===== src/rtl/hba_quad_enc_pkg.sv =====
// Shared register map, CTRL/STATUS bit positions and the quadrature step decode.
package hba_quad_enc_pkg;

  localparam logic [7:0] OFF_CTRL   = 8'd0;
  localparam logic [7:0] OFF_L_LO   = 8'd1;
  localparam logic [7:0] OFF_L_HI   = 8'd2;
  localparam logic [7:0] OFF_R_LO   = 8'd3;
  localparam logic [7:0] OFF_R_HI   = 8'd4;
  localparam logic [7:0] OFF_STATUS = 8'd5;

  localparam int unsigned CTRL_EN_L = 0;
  localparam int unsigned CTRL_EN_R = 1;
  localparam int unsigned CTRL_IE   = 2;
  localparam int unsigned CTRL_CLR  = 3;

  localparam int unsigned STAT_CHG_L = 0;
  localparam int unsigned STAT_CHG_R = 1;
  localparam int unsigned STAT_ERR_L = 2;
  localparam int unsigned STAT_ERR_R = 3;

  typedef enum logic [1:0] {StepNone, StepUp, StepDown, StepErr} step_e;

  // Encoder sample is {A,B}; A leading B (00->10->11->01) counts up.
  function automatic step_e decode_step(logic [1:0] prev, logic [1:0] cur);
    logic [1:0] diff;
    diff = prev ^ cur;
    case (diff)
      2'b00:   return StepNone;
      2'b11:   return StepErr;
      default: return (prev[0] ^ cur[1]) ? StepUp : StepDown;
    endcase
  endfunction

endpackage


===== src/rtl/hba_quad_enc_quad_decoder.sv =====
// One quadrature channel: 2-flop synchronizer, step decode, 16-bit wrapping counter.
module quad_decoder
  import hba_quad_enc_pkg::*;
(
  input  logic        i_clk,
  input  logic        i_rst,
  input  logic [1:0]  i_enc,
  input  logic        i_en,
  input  logic        i_clr,
  output logic [15:0] o_count,
  output logic        o_changed,
  output logic        o_err
);

  logic [1:0]  r_sync1, r_sync2, r_prev;
  logic [15:0] r_count, w_count_d;
  step_e       w_step;

  assign w_step = decode_step(r_prev, r_sync2);

  // Synchronizer and previous-sample tracking run regardless of enable.
  always_ff @(posedge i_clk or posedge i_rst) begin
    if (i_rst) begin
      r_sync1 <= 2'b00;
      r_sync2 <= 2'b00;
      r_prev  <= 2'b00;
    end else begin
      r_sync1 <= i_enc;
      r_sync2 <= r_sync1;
      r_prev  <= r_sync2;
    end
  end

  // Next count; clear wins over a coincident step and does not flag a change.
  always_comb begin
    w_count_d = r_count;
    o_changed = 1'b0;
    o_err     = i_en && (w_step == StepErr);
    if (i_clr) begin
      w_count_d = 16'h0000;
    end else if (i_en) begin
      case (w_step)
        StepUp: begin
          w_count_d = r_count + 16'd1;
          o_changed = 1'b1;
        end
        StepDown: begin
          w_count_d = r_count - 16'd1;
          o_changed = 1'b1;
        end
        default: ;
      endcase
    end
  end

  // Count register.
  always_ff @(posedge i_clk or posedge i_rst) begin
    if (i_rst) r_count <= 16'h0000;
    else       r_count <= w_count_d;
  end

  assign o_count = r_count;

endmodule


===== src/rtl/hba_quad_enc.sv =====
// HBA slave exposing two quadrature counters with atomic 16-bit reads and a level interrupt.
module hba_quad_enc
  import hba_quad_enc_pkg::*;
#(
  parameter int unsigned DBUS_WIDTH        = 8,
  parameter int unsigned PERIPH_ADDR_WIDTH = 4,
  parameter int unsigned REG_ADDR_WIDTH    = 8,
  parameter int unsigned ADDR_WIDTH        = PERIPH_ADDR_WIDTH + REG_ADDR_WIDTH,
  parameter int unsigned PERIPH_ADDR       = 2
) (
  input  logic                  hba_clk,
  input  logic                  hba_reset,
  input  logic                  hba_rnw,
  input  logic                  hba_select,
  input  logic [ADDR_WIDTH-1:0] hba_abus,
  input  logic [DBUS_WIDTH-1:0] hba_dbus,
  output logic [DBUS_WIDTH-1:0] hba_dbus_slave,
  output logic                  hba_xferack_slave,
  input  logic [1:0]            quad_enc_l,
  input  logic [1:0]            quad_enc_r,
  output logic                  quad_intr
);

  logic                      r_ack, r_rnw, r_intr;
  logic [REG_ADDR_WIDTH-1:0] r_off;
  logic [2:0]                r_ctrl;
  logic [3:0]                r_status, w_status_d;
  logic [7:0]                r_shadow_l, r_shadow_r, w_rdata;
  logic [15:0]               w_count_l, w_count_r;
  logic                      w_hit, w_ack_wr, w_ack_rd, w_wr_ctrl, w_clr;
  logic                      w_chg_l, w_chg_r, w_err_l, w_err_r;
  logic                      w_unused;

  assign w_hit = hba_select && !r_ack &&
                 (hba_abus[ADDR_WIDTH-1:REG_ADDR_WIDTH] == PERIPH_ADDR_WIDTH'(PERIPH_ADDR));
  assign w_ack_wr  = r_ack && !r_rnw;
  assign w_ack_rd  = r_ack && r_rnw;
  assign w_wr_ctrl = w_ack_wr && (r_off == REG_ADDR_WIDTH'(OFF_CTRL));
  assign w_clr     = w_wr_ctrl && hba_dbus[CTRL_CLR];
  assign w_unused  = ^hba_dbus[DBUS_WIDTH-1:4];

  quad_decoder u_dec_l (
    .i_clk     (hba_clk),
    .i_rst     (hba_reset),
    .i_enc     (quad_enc_l),
    .i_en      (r_ctrl[CTRL_EN_L]),
    .i_clr     (w_clr),
    .o_count   (w_count_l),
    .o_changed (w_chg_l),
    .o_err     (w_err_l)
  );

  quad_decoder u_dec_r (
    .i_clk     (hba_clk),
    .i_rst     (hba_reset),
    .i_enc     (quad_enc_r),
    .i_en      (r_ctrl[CTRL_EN_R]),
    .i_clr     (w_clr),
    .o_count   (w_count_r),
    .o_changed (w_chg_r),
    .o_err     (w_err_r)
  );

  // Bus handshake: ack exactly one cycle after a hit, capturing direction and offset.
  always_ff @(posedge hba_clk or posedge hba_reset) begin
    if (hba_reset) begin
      r_ack <= 1'b0;
      r_rnw <= 1'b0;
      r_off <= '0;
    end else begin
      r_ack <= w_hit;
      if (w_hit) begin
        r_rnw <= hba_rnw;
        r_off <= hba_abus[REG_ADDR_WIDTH-1:0];
      end
    end
  end

  // Read data mux; unmapped offsets read as zero.
  always_comb begin
    w_rdata = 8'h00;
    case (r_off)
      REG_ADDR_WIDTH'(OFF_CTRL):   w_rdata = {5'b0, r_ctrl};
      REG_ADDR_WIDTH'(OFF_L_LO):   w_rdata = w_count_l[7:0];
      REG_ADDR_WIDTH'(OFF_L_HI):   w_rdata = r_shadow_l;
      REG_ADDR_WIDTH'(OFF_R_LO):   w_rdata = w_count_r[7:0];
      REG_ADDR_WIDTH'(OFF_R_HI):   w_rdata = r_shadow_r;
      REG_ADDR_WIDTH'(OFF_STATUS): w_rdata = {4'b0, r_status};
      default:                     w_rdata = 8'h00;
    endcase
  end

  assign hba_dbus_slave    = w_ack_rd ? DBUS_WIDTH'(w_rdata) : '0;
  assign hba_xferack_slave = r_ack;

  // STATUS next state: a read clears, new events set, set wins.
  always_comb begin
    w_status_d = r_status;
    if (w_ack_rd && (r_off == REG_ADDR_WIDTH'(OFF_STATUS))) w_status_d = 4'b0000;
    w_status_d[STAT_CHG_L] = w_status_d[STAT_CHG_L] | w_chg_l;
    w_status_d[STAT_CHG_R] = w_status_d[STAT_CHG_R] | w_chg_r;
    w_status_d[STAT_ERR_L] = w_status_d[STAT_ERR_L] | w_err_l;
    w_status_d[STAT_ERR_R] = w_status_d[STAT_ERR_R] | w_err_r;
  end

  // CTRL, shadows, STATUS and registered interrupt.
  always_ff @(posedge hba_clk or posedge hba_reset) begin
    if (hba_reset) begin
      r_ctrl     <= 3'b000;
      r_shadow_l <= 8'h00;
      r_shadow_r <= 8'h00;
      r_status   <= 4'b0000;
      r_intr     <= 1'b0;
    end else begin
      if (w_wr_ctrl) r_ctrl <= hba_dbus[2:0];
      if (w_ack_rd && (r_off == REG_ADDR_WIDTH'(OFF_L_LO))) r_shadow_l <= w_count_l[15:8];
      if (w_ack_rd && (r_off == REG_ADDR_WIDTH'(OFF_R_LO))) r_shadow_r <= w_count_r[15:8];
      r_status <= w_status_d;
      r_intr   <= r_ctrl[CTRL_IE] && (r_status != 4'b0000);
    end
  end

  assign quad_intr = r_intr;

endmodule


===== config.mk =====
export PLATFORM = sky130hd
export DESIGN_NAME = hba_quad_enc
export DESIGN_NICKNAME = d
export VERILOG_FILES = /design/src/rtl/hba_quad_enc_pkg.sv /design/src/rtl/hba_quad_enc_quad_decoder.sv /design/src/rtl/hba_quad_enc.sv
export SDC_FILE = /design/constraint.sdc
export NUM_CORES = 1
export LEC_CHECK = 0
export BUFFER_PORTS_ARGS = -buffer_cell sky130_fd_sc_hd__buf_4
export CAP_MARGIN = 25
export CORE_MARGIN = 2
export CORE_UTILIZATION = 30
export DETAILED_ROUTE_END_ITERATION = 16
export HOLD_SLACK_MARGIN = 0.05
export PLACE_DENSITY = 0.51
export SYNTH_ARGS = -nofsm -noshare
export SYNTH_HDL_FRONTEND = slang
export SYNTH_HIERARCHICAL = 1
export SYNTH_SLANG_ARGS = --single-unit

===== constraint.sdc =====
create_clock -name hba_clk -period 10.55 [get_ports hba_clk]
set_clock_uncertainty 0.15 [all_clocks]
set_input_delay 0 -clock hba_clk [delete_from_list [all_inputs] [get_ports hba_clk]]
set_output_delay 0 -clock hba_clk [all_outputs]
set_load 0.03 [all_outputs]

Word-level counts from Yosys, hierarchy flattened
Cells that the tools add are included.
- register bits: 78
- input port bits: 28
- word-level logic and storage cells: 87
- add/sub/neg operators: 4
- equal/unequal tests: 14
- muxes and demuxes: 19
- bitwise operators: 8
- reduce and logical (&&, ||, !) cells: 26
- operators by type and width (cell ; count):
    $mux W16 ; 4
    $pmux W16 S2 ; 2
    $pmux W8 S6 ; 1
    $add A16 B1 Y16 const B ; 2
    $sub A16 B1 Y16 const B ; 2
    $eq A8 B2 Y1 const B ; 2
    $eq A8 B3 Y1 const B ; 2
    $eq A2 B2 Y1 const B ; 6
    $logic_and A1 B1 Y1 ; 12
    $eq A8 B1 Y1 const B ; 1
    $logic_not A8 Y1 ; 1
    $mux W8 ; 1
    $pmux W2 S2 ; 2
    $mux W1 ; 6
    $reduce_bool A3 Y1 ; 2
    $eq A2 B1 Y1 const B ; 2
    $eq A4 B2 Y1 const B ; 1
    $logic_not A2 Y1 ; 2
    $mux W2 ; 2
    $mux W4 ; 1
    $or A1 B1 Y1 ; 4
    $reduce_and A2 Y1 ; 2
    $reduce_bool A2 Y1 ; 2
    $reduce_bool A4 Y1 ; 1
    other kinds (4) ; 8

Depth between registers and ports, before layout
Gate-level depths: netlist (run 1).
- depth after elaboration: 9
- depth in mapped cells: 18

Hierarchy
Netlist (run 1), hierarchy kept.
- modules (own cells, without submodules) (module ; times used ; cells an instance ; area an instance (um^2) ; sequential area each (um^2)):
    quad_decoder at u_dec_r ; 1 ; 261 ; 2118.3 ; 550.5
    quad_decoder at u_dec_l ; 1 ; 242 ; 2000.7 ; 550.5
    hba_quad_enc ; 1 ; 144 ; 1773.0 ; 850.8

Worst setup path after synthesis (run 1)
Ideal clock, no wire load.
- kind: reg2reg
- from: register u_dec_r.r_sync2[1]
- to: register u_dec_r.r_count[10], in the netlist u_dec_r/o_count[10]
- library setup time: 0.127 ns
- arrival: 3.817 ns
- data required time: 10.273 ns
- setup slack: 6.455 ns
- cell stages (with the launch flop): 17
- path buffers: 4
- clock period less this slack: 4.095 ns
- path through: dfrtp_1 -> xor2_1 -> ha_1 -> o21ai_0 -> ha_1 -> buf_4 -> buf_2 -> clkbuf_1 -> buf_2 -> xor2_1 -> ha_1 -> a21oi_1 -> or4b_1 -> a31oi_1 -> or3_1 -> nand3_1 -> mux2_1
- cells in the longest elaborated chain, start to end: 7
- RTL lines (element ; RTL line ; text):
    start: declaration ; hba_quad_enc_quad_decoder.sv:15 ; logic [1:0] r_sync1, r_sync2, r_prev;
    start signal: assignment ; hba_quad_enc_quad_decoder.sv:29 ; r_sync2 <= r_sync1;
    $xor A2 B2 Y2 / $xor A1 B1 Y1 (equally long branches) ; hba_quad_enc_pkg.sv:26, hba_quad_enc_pkg.sv:30 ;
    $eq A2 B2 Y1, or another cell as far along ; hba_quad_enc_pkg.sv:27 ; case (diff)
    $pmux W2 S2 * ; hba_quad_enc_pkg.sv:27 ;
    $eq A2 B2 Y1 / $eq A2 B1 Y1 (equally long branches) ; hba_quad_enc_quad_decoder.sv:42 ; case (w_step)
    $pmux W16 S2 ; hba_quad_enc_quad_decoder.sv:42 ;
    $mux W16 ; hba_quad_enc_quad_decoder.sv:41 ; end else if (i_en) begin
    $mux W16 ; hba_quad_enc_quad_decoder.sv:39 ; if (i_clr) begin
    end signal: assignment ; hba_quad_enc_quad_decoder.sv:59 ; else r_count <= w_count_d;
    end: declaration ; hba_quad_enc_quad_decoder.sv:16 ; logic [15:0] r_count, w_count_d;
Every way passes the cells marked *; elsewhere a longest branch is shown, timed or not. The select of a mux whose other input is x is not followed.
A chain may end at the register's enable or synchronous reset.

Final worst setup path (run 1)
- from: register u_dec_l.r_sync2[1]
- to: register u_dec_l.r_count[10], in the netlist u_dec_l/o_count[10]
- cells in the longest elaborated chain, start to end: 7
- RTL lines (element ; RTL line):
    start: declaration ; hba_quad_enc_quad_decoder.sv:15
    start signal: assignment ; hba_quad_enc_quad_decoder.sv:29
    $xor A2 B2 Y2 / $xor A1 B1 Y1 (equally long branches) ; hba_quad_enc_pkg.sv:26, hba_quad_enc_pkg.sv:30
    $eq A2 B2 Y1, or another cell as far along ; hba_quad_enc_pkg.sv:27
    $pmux W2 S2 * ; hba_quad_enc_pkg.sv:27
    $eq A2 B2 Y1 / $eq A2 B1 Y1 (equally long branches) ; hba_quad_enc_quad_decoder.sv:42
    $pmux W16 S2 ; hba_quad_enc_quad_decoder.sv:42
    $mux W16 ; hba_quad_enc_quad_decoder.sv:41
    $mux W16 ; hba_quad_enc_quad_decoder.sv:39
    end signal: assignment ; hba_quad_enc_quad_decoder.sv:59
    end: declaration ; hba_quad_enc_quad_decoder.sv:16
Marks and branches as above.

==> impl_metrics.ini, run 1 <==
[outcome]
status = finished, final reports clean

[power_and_ir_drop]
p_per_area_mw_per_mm2 = 219
max-vdd-ir-drop_uv = 103
leakagePower_nw = 2.78

[final_layout]
multi_input_area_mm2 = 0.00360
fillers = 2009
diodes = 0
nets = 708
area_delta_synth_final_pct = 14.6
register_area_mm2 = 0.00195
drive_above_1_share_pct = 18.1

[cts]
cts_root_buffer = clkbuf_16
clockBufferDepth = 2
cts_setup_buffers = 0
clk-insertion-delay-late_ns = 0.35
clk_pin_slew_ns = 0.06
cts_tree = done
cts_resized = 0
hold_buffers = 17
cts_buffers = 9
cts.sinks = 78
htreeDepth = 3

[yosys]
synth_common_cells = dfrtp_1 (78), nor2_1 (43), a21oi_1 (40), o21ai_0 (40), mux2_2 (39)
ys_async_sr_fraction_pct = 100
synth.top_cell.area_share_pct = 33.1
yosysWarningCount = 6
synth-edff-count = 0
yosysSeqAreaShare_pct = 33.1
yosysUniqueCellTypes = 87
syn_avg_cell_area_um2 = 9.11
syn-num-nets = 693
postSynthCellCount = 647
synth_area_leader_cell = dfrtp_1
synthTopCellsByArea = dfrtp_1 (33%), mux2_2 (7.5%), ha_1 (3.8%)
ys_ff_latch = 78
syn_area_mm2 = 0.00589
synthFlopType = dfrtp_1
yosysMostFrequentCell = dfrtp_1

[timing]
hold_slack_ns = 0.0642
drv_slew = 0
fin_crit_ns = 4.21
max_freq_mhz = 237
fin_tns_setup_ns = 0
setup_viol = 0
rsz0062_at_grt = no
slew_headroom_pct = 40.9
post-route-period-util_pct = 39.9
worstMarginPinSlew_ns = 0.885
hold_viol_final = 0

[worst_setup_path]
r2r-end = u_dec_l/o_count[10]$_DFFE_PP0P_
worst-path-max-fanout = 43
critical_path_class = reg2reg
end_kind = flip-flop
ff2ff_setup_slack_ns = 6.34
crit_required_ns = 10.63
crit_path_start_kind = flip-flop
reg2reg_depth = 14
reg2reg_from = u_dec_l/r_sync2[1]$_DFF_PP0_
arrival_ns = 4.29

[global_routing]
antenna_found_initial = 0
grt_util_all_layers_pct = 15.1
overflow = 0
first_global_vias = 4674
grt_max_degree = 59
grt_pass1_wl_um = 24600

[min_path]
hold_path_class = in2async

[place]
hpwl_um = 10700
place.gp.congestion = 0.836
io_buffer_count = 33

[detailed_routing]
route.vias.total = 4899
drtIter0Drc = 348
drt-met1-wl_um = 7350
wl_met2_um = 7300
viasPerCell = 5.26
routed_wl_um = 15300
wl_per_cell_um = 16.4
drtPass1Iterations = 4
top_layer = met4
ant_nets = 0
drc = 0
met3WireLength_um = 459

[floorplan]
fp.dieH_um = 144
io_pins = 38
initial_core_util_pct = 30.4
die-area_mm2 = 0.0208
rows = 51
die_x_um = 144
core_area_mm2 = 0.0194

[job]
drv_cap = 0
layout by cell type (no fill, tap or decap), types with 4 or more instances in the layout:
| cell type | n |
|---|---|
| a211oi_1 | 5 |
| a21o_1 | 6 |
| a21oi_1 | 40 |
| a22oi_1 | 7 |
| and3_1 | 4 |
| and3b_1 | 14 |
| buf_4 | 38 |
| clkbuf_16 | 9 |
| dfrtp_1 | 78 |
| dlygate4sd3_1 | 17 |
| ha_1 | 18 |
| inv_1 | 18 |
| mux2_1 | 4 |
| mux2_2 | 39 |
| mux2i_1 | 12 |
| nand2_1 | 32 |
| nand2b_1 | 5 |
| nand3_1 | 11 |
| nand3b_1 | 7 |
| nand4_1 | 8 |
| nor2_1 | 42 |
| nor2b_1 | 18 |
| nor3_1 | 14 |
| nor3b_1 | 10 |
| nor4_1 | 6 |
| nor4b_1 | 5 |
| o21a_1 | 7 |
| o21ai_0 | 40 |
| o21ai_1 | 15 |
| o21bai_1 | 7 |
| o22ai_1 | 5 |
| o31a_1 | 7 |
| o31ai_1 | 4 |
| or3_1 | 10 |
| xnor2_1 | 13 |
| xor2_1 | 14 |
worst max path at each step:
stage / startpoint / endpoint / slack (ns) / cells after the start
2_1_floorplan: u_dec_r/r_sync2[1]$_DFF_PP0_ / u_dec_r/o_count[10]$_DFFE_PP0P_ / 6.46 / 16
3_3_place_gp: u_dec_l/r_sync2[1]$_DFF_PP0_ / u_dec_l/o_count[10]$_DFFE_PP0P_ / 6.42 / 14
3_5_place_dp: u_dec_l/r_sync2[1]$_DFF_PP0_ / u_dec_l/o_count[10]$_DFFE_PP0P_ / 6.39 / 14
4_1_cts: u_dec_l/r_sync2[1]$_DFF_PP0_ / u_dec_l/o_count[10]$_DFFE_PP0P_ / 6.37 / 14
5_1_grt: u_dec_l/r_sync2[1]$_DFF_PP0_ / u_dec_l/o_count[10]$_DFFE_PP0P_ / 5.99 / 14
6_report: u_dec_l/r_sync2[1]$_DFF_PP0_ / u_dec_l/o_count[10]$_DFFE_PP0P_ / 6.34 / 14
registers in the layout, indices dropped and copies added, names as in the netlist:
name / cells
u_dec_l/o_count: 16
hba_xferack_slave: 1
r_shadow_r: 8
u_dec_l/r_sync2: 2
u_dec_r/r_prev: 2
u_dec_r/r_sync2: 2
u_dec_r/o_count: 16
r_rnw: 1
u_dec_r/r_sync1: 2
u_dec_l/r_sync1: 2
r_ctrl: 3
r_shadow_l: 8
u_dec_l/r_prev: 2
r_off: 8
quad_intr: 1
r_status: 4
cell type report:
| type | instances | share of cell area, % |
|---|---|---|
| clock buffers | 10 | 3.54 |
| clock inverters | 6 | 1.04 |
| inverters | 18 | 1.00 |
| multi-input cells | 498 | 53.3 |
| flip-flops and latches | 78 | 28.9 |
| well taps | 265 | 4.91 |
| repair buffers | 57 | 7.32 |
power breakdown:
group	switching [mW]	leakage, nW	internal, mW
combinational	0.283	1.68	0.272
sequential	0.226	0.950	0.373
clock	0.132	0.147	0.191
total	0.642	2.78	0.836
worst max-delay path: stages (launching register included):
cell and delay [ns]:
dfrtp_1 0.41, xor2_1 0.22, ha_1 0.28, o21ai_0 0.38, ha_1 0.23, buf_4 0.38
xor2_1 0.13, ha_1 0.23, and3b_1 0.20, o21ai_1 0.25, a21boi_1 0.12, o31ai_1 0.40
a21oi_1 0.12, nor3b_1 0.24, mux2_2 0.35
per-layer routing:
metal / global-route usage, % / vias up
met5: 0 / -
met4: 4.45 / 0
met3: 2.25 / 13
met2: 24.8 / 92
met1: 20.5 / 2397
li1: - / 2397
kinds of logic (layout without fill, tap and decap cells):
| group | after synthesis | count (layout) | synth area share, % |
|---|---|---|---|
| AND/OR/NAND/NOR | 215 | 215 | 22.0 |
| AO/OA/AOI/OAI | 181 | 181 | 20.4 |
| flip-flops | 78 | 78 | 33.1 |
| buffers and inverters | 71 | 91 | 5.88 |
| multiplexers | 57 | 57 | 10.8 |
| XOR/XNOR | 27 | 27 | 4.01 |
| adder cells (fa/ha/maj) | 18 | 18 | 3.82 |
stage by stage:
step,instances,total power [mW],area [µm²],setup slack [ns],util [%]
floorplan,647,1.02,5890,6.46,-
global placement,897,1.13,6230,6.42,32.1
detailed placement,898,1.15,6240,6.39,32.2
CTS,931,1.48,6720,6.37,34.7
global route,932,1.59,6750,5.99,34.8
finish,932,1.48,6750,6.34,34.8
Note: power is estimated with default switching activity, not from simulation.
==> inputs of run 2 (changes only) <==
- clock period: 10.55 -> 4 ns (I/O delays scaled with it)
==> impl_metrics.ini, run 2 (synthesis results as in run 1) <==
[final_layout]
final_common_cell = dfrtp_1
area_delta_synth_final_pct = 16.9
final_cells = 941
nets = 717
design_area_mm2 = 0.00689
layout_common_cells = dfrtp_1 (78), buf_4 (43), nor2_1 (42)
fin_util_pct = 35.5
drive_above_1_share_pct = 19.1
diodes = 0

[timing]
fin_crit_ns = 3.66
hold_slack_ns = 0.124
hold_viol_final = 0
rsz0062_at_grt = no
max_freq_mhz = 273
setup_viol = 0
post-route-period-util_pct = 91.5
drv_slew = 0
fin_tns_setup_ns = 0
slew_headroom_pct = 40.6
worstMarginPinSlew_ns = 0.890

[power_and_ir_drop]
p_per_area_mw_per_mm2 = 586
leakagePower_nw = 2.85
max-vdd-ir-drop_uv = 279

[worst_setup_path]
crit_path_start_kind = flip-flop
critical_path_class = reg2reg
arrival_ns = 3.74
end_kind = flip-flop
worst-path-max-fanout = 57
crit_required_ns = 4.08

[global_routing]
grt_util_all_layers_pct = 15.2
overflow = 0
top_usage_layer = met2
grtUsageMet3_pct = 2.78
grt_pass1_wl_um = 25000
antenna_found_initial = 0
grt_max_degree = 58
grt_use_met2_pct = 24.5
first_global_vias = 4725
gr-usage-met1_pct = 21.1

[detailed_routing]
wl_per_cell_um = 16.1
routed_wl_um = 15100
ant_nets = 0
viasPerCell = 5.24
drtPass1Iterations = 5
drc = 0
route.vias.total = 4928
drtIter0Drc = 317

[cts]
clockBufferDepth = 2
cts.sinks = 78
cts_buffers = 9
cts_tree = done
clk_pin_slew_ns = 0.06
cts_setup_buffers = 0
cts_root_buffer = clkbuf_16
htreeDepth = 3
clk-insertion-delay-late_ns = 0.35

[floorplan]
die_x_um = 144
die-area_mm2 = 0.0208
fp.dieH_um = 144
initial_core_util_pct = 30.4
core_area_mm2 = 0.0194
rows = 51
io_pins = 38

[place]
hpwl_um = 10700
io_buffer_count = 33
place.gp.congestion = 0.881
dpl_cell_area_mm2 = 0.00632
place_inst = 905

[min_path]
hold_path_class = in2reg

[outcome]
status = finished, final reports clean

[job]
drv_cap = 0
-- run 2: changes by cell type in the layout (fill, tap and decap cells not counted), moves of 2 or more --
cell | previous run | this run
buf_4 | 38 | 43
buf_12 | 0 | 2
dlygate4sd3_1 | 17 | 19
o21ai_0 | 40 | 37
bufinv_16 | 1 | 3
o21ai_1 | 15 | 18
clkinvlp_4 | 2 | 0
-- run 2: critical path: stages (launching register included) --
cell and delay [ns]:
dfrtp_1 0.41, xor2_1 0.19, ha_1 0.33, o21ai_0 0.31, ha_1 0.30, buf_12 0.25
or3b_1 0.42, o21a_1 0.21, o21bai_4 0.18, a21o_1 0.20, a211oi_2 0.27, mux2_4 0.32
-- run 2: final timing paths --
path,end,startpoint,cells after the start,slack (ns)
worst min-delay path,hba_xferack_slave$_DFF_PP0_,hba_select,3,0.12
worst min register to register,u_dec_r/r_sync2[1]$_DFF_PP0_,u_dec_r/r_sync1[1]$_DFF_PP0_,0,0.20
worst max register to register,u_dec_r/o_count[15]$_DFFE_PP0P_,u_dec_r/r_sync2[1]$_DFF_PP0_,11,0.34
max in group asynchronous,u_dec_l/o_count[12]$_DFFE_PP0P_,hba_reset,4,2.33
worst max-delay path,u_dec_r/o_count[15]$_DFFE_PP0P_,u_dec_r/r_sync2[1]$_DFF_PP0_,11,0.34
min in group asynchronous,u_dec_r/r_sync1[0]$_DFF_PP0_,hba_reset,4,0.54
-- run 2: layer usage --
metal  vias up  routed length [µm]
met5         -                   0
met4         0                 206
met3        15                 454
met2        84                7060
met1      2419                7420
li1       2410                   -
-- run 2: timing repair --
item                                   4_1_cts  5_1_grt
hold buffers                                18        1
endpoints found under the hold margin       97        3
resized for setup                            0        0
-- run 2: where the power goes --
part | internal, mW | switching (mW)
clock | 0.613 | 0.350
combinational | 0.737 | 0.750
sequential | 0.983 | 0.607
-- run 2: per-stage QoR --
step / power (mW) / setup WS (ns)
after CTS: 4.05 / 0.326
after global placement: 3.01 / 0.411
after floorplan: 2.69 / 0.0327
final: 4.04 / 0.338
after global routing: 4.36 / 0.0570
after detailed placement: 3.05 / 0.351
-- run 2: final cells by class --
cell class	instances	area, µm²
flip-flops and latches	78	1950
clock buffers	9	225
repair buffers	66	592
well taps	265	332
multi-input cells	498	3600
inverters	18	67.6
fillers	2001	12500
clock inverters	7	121
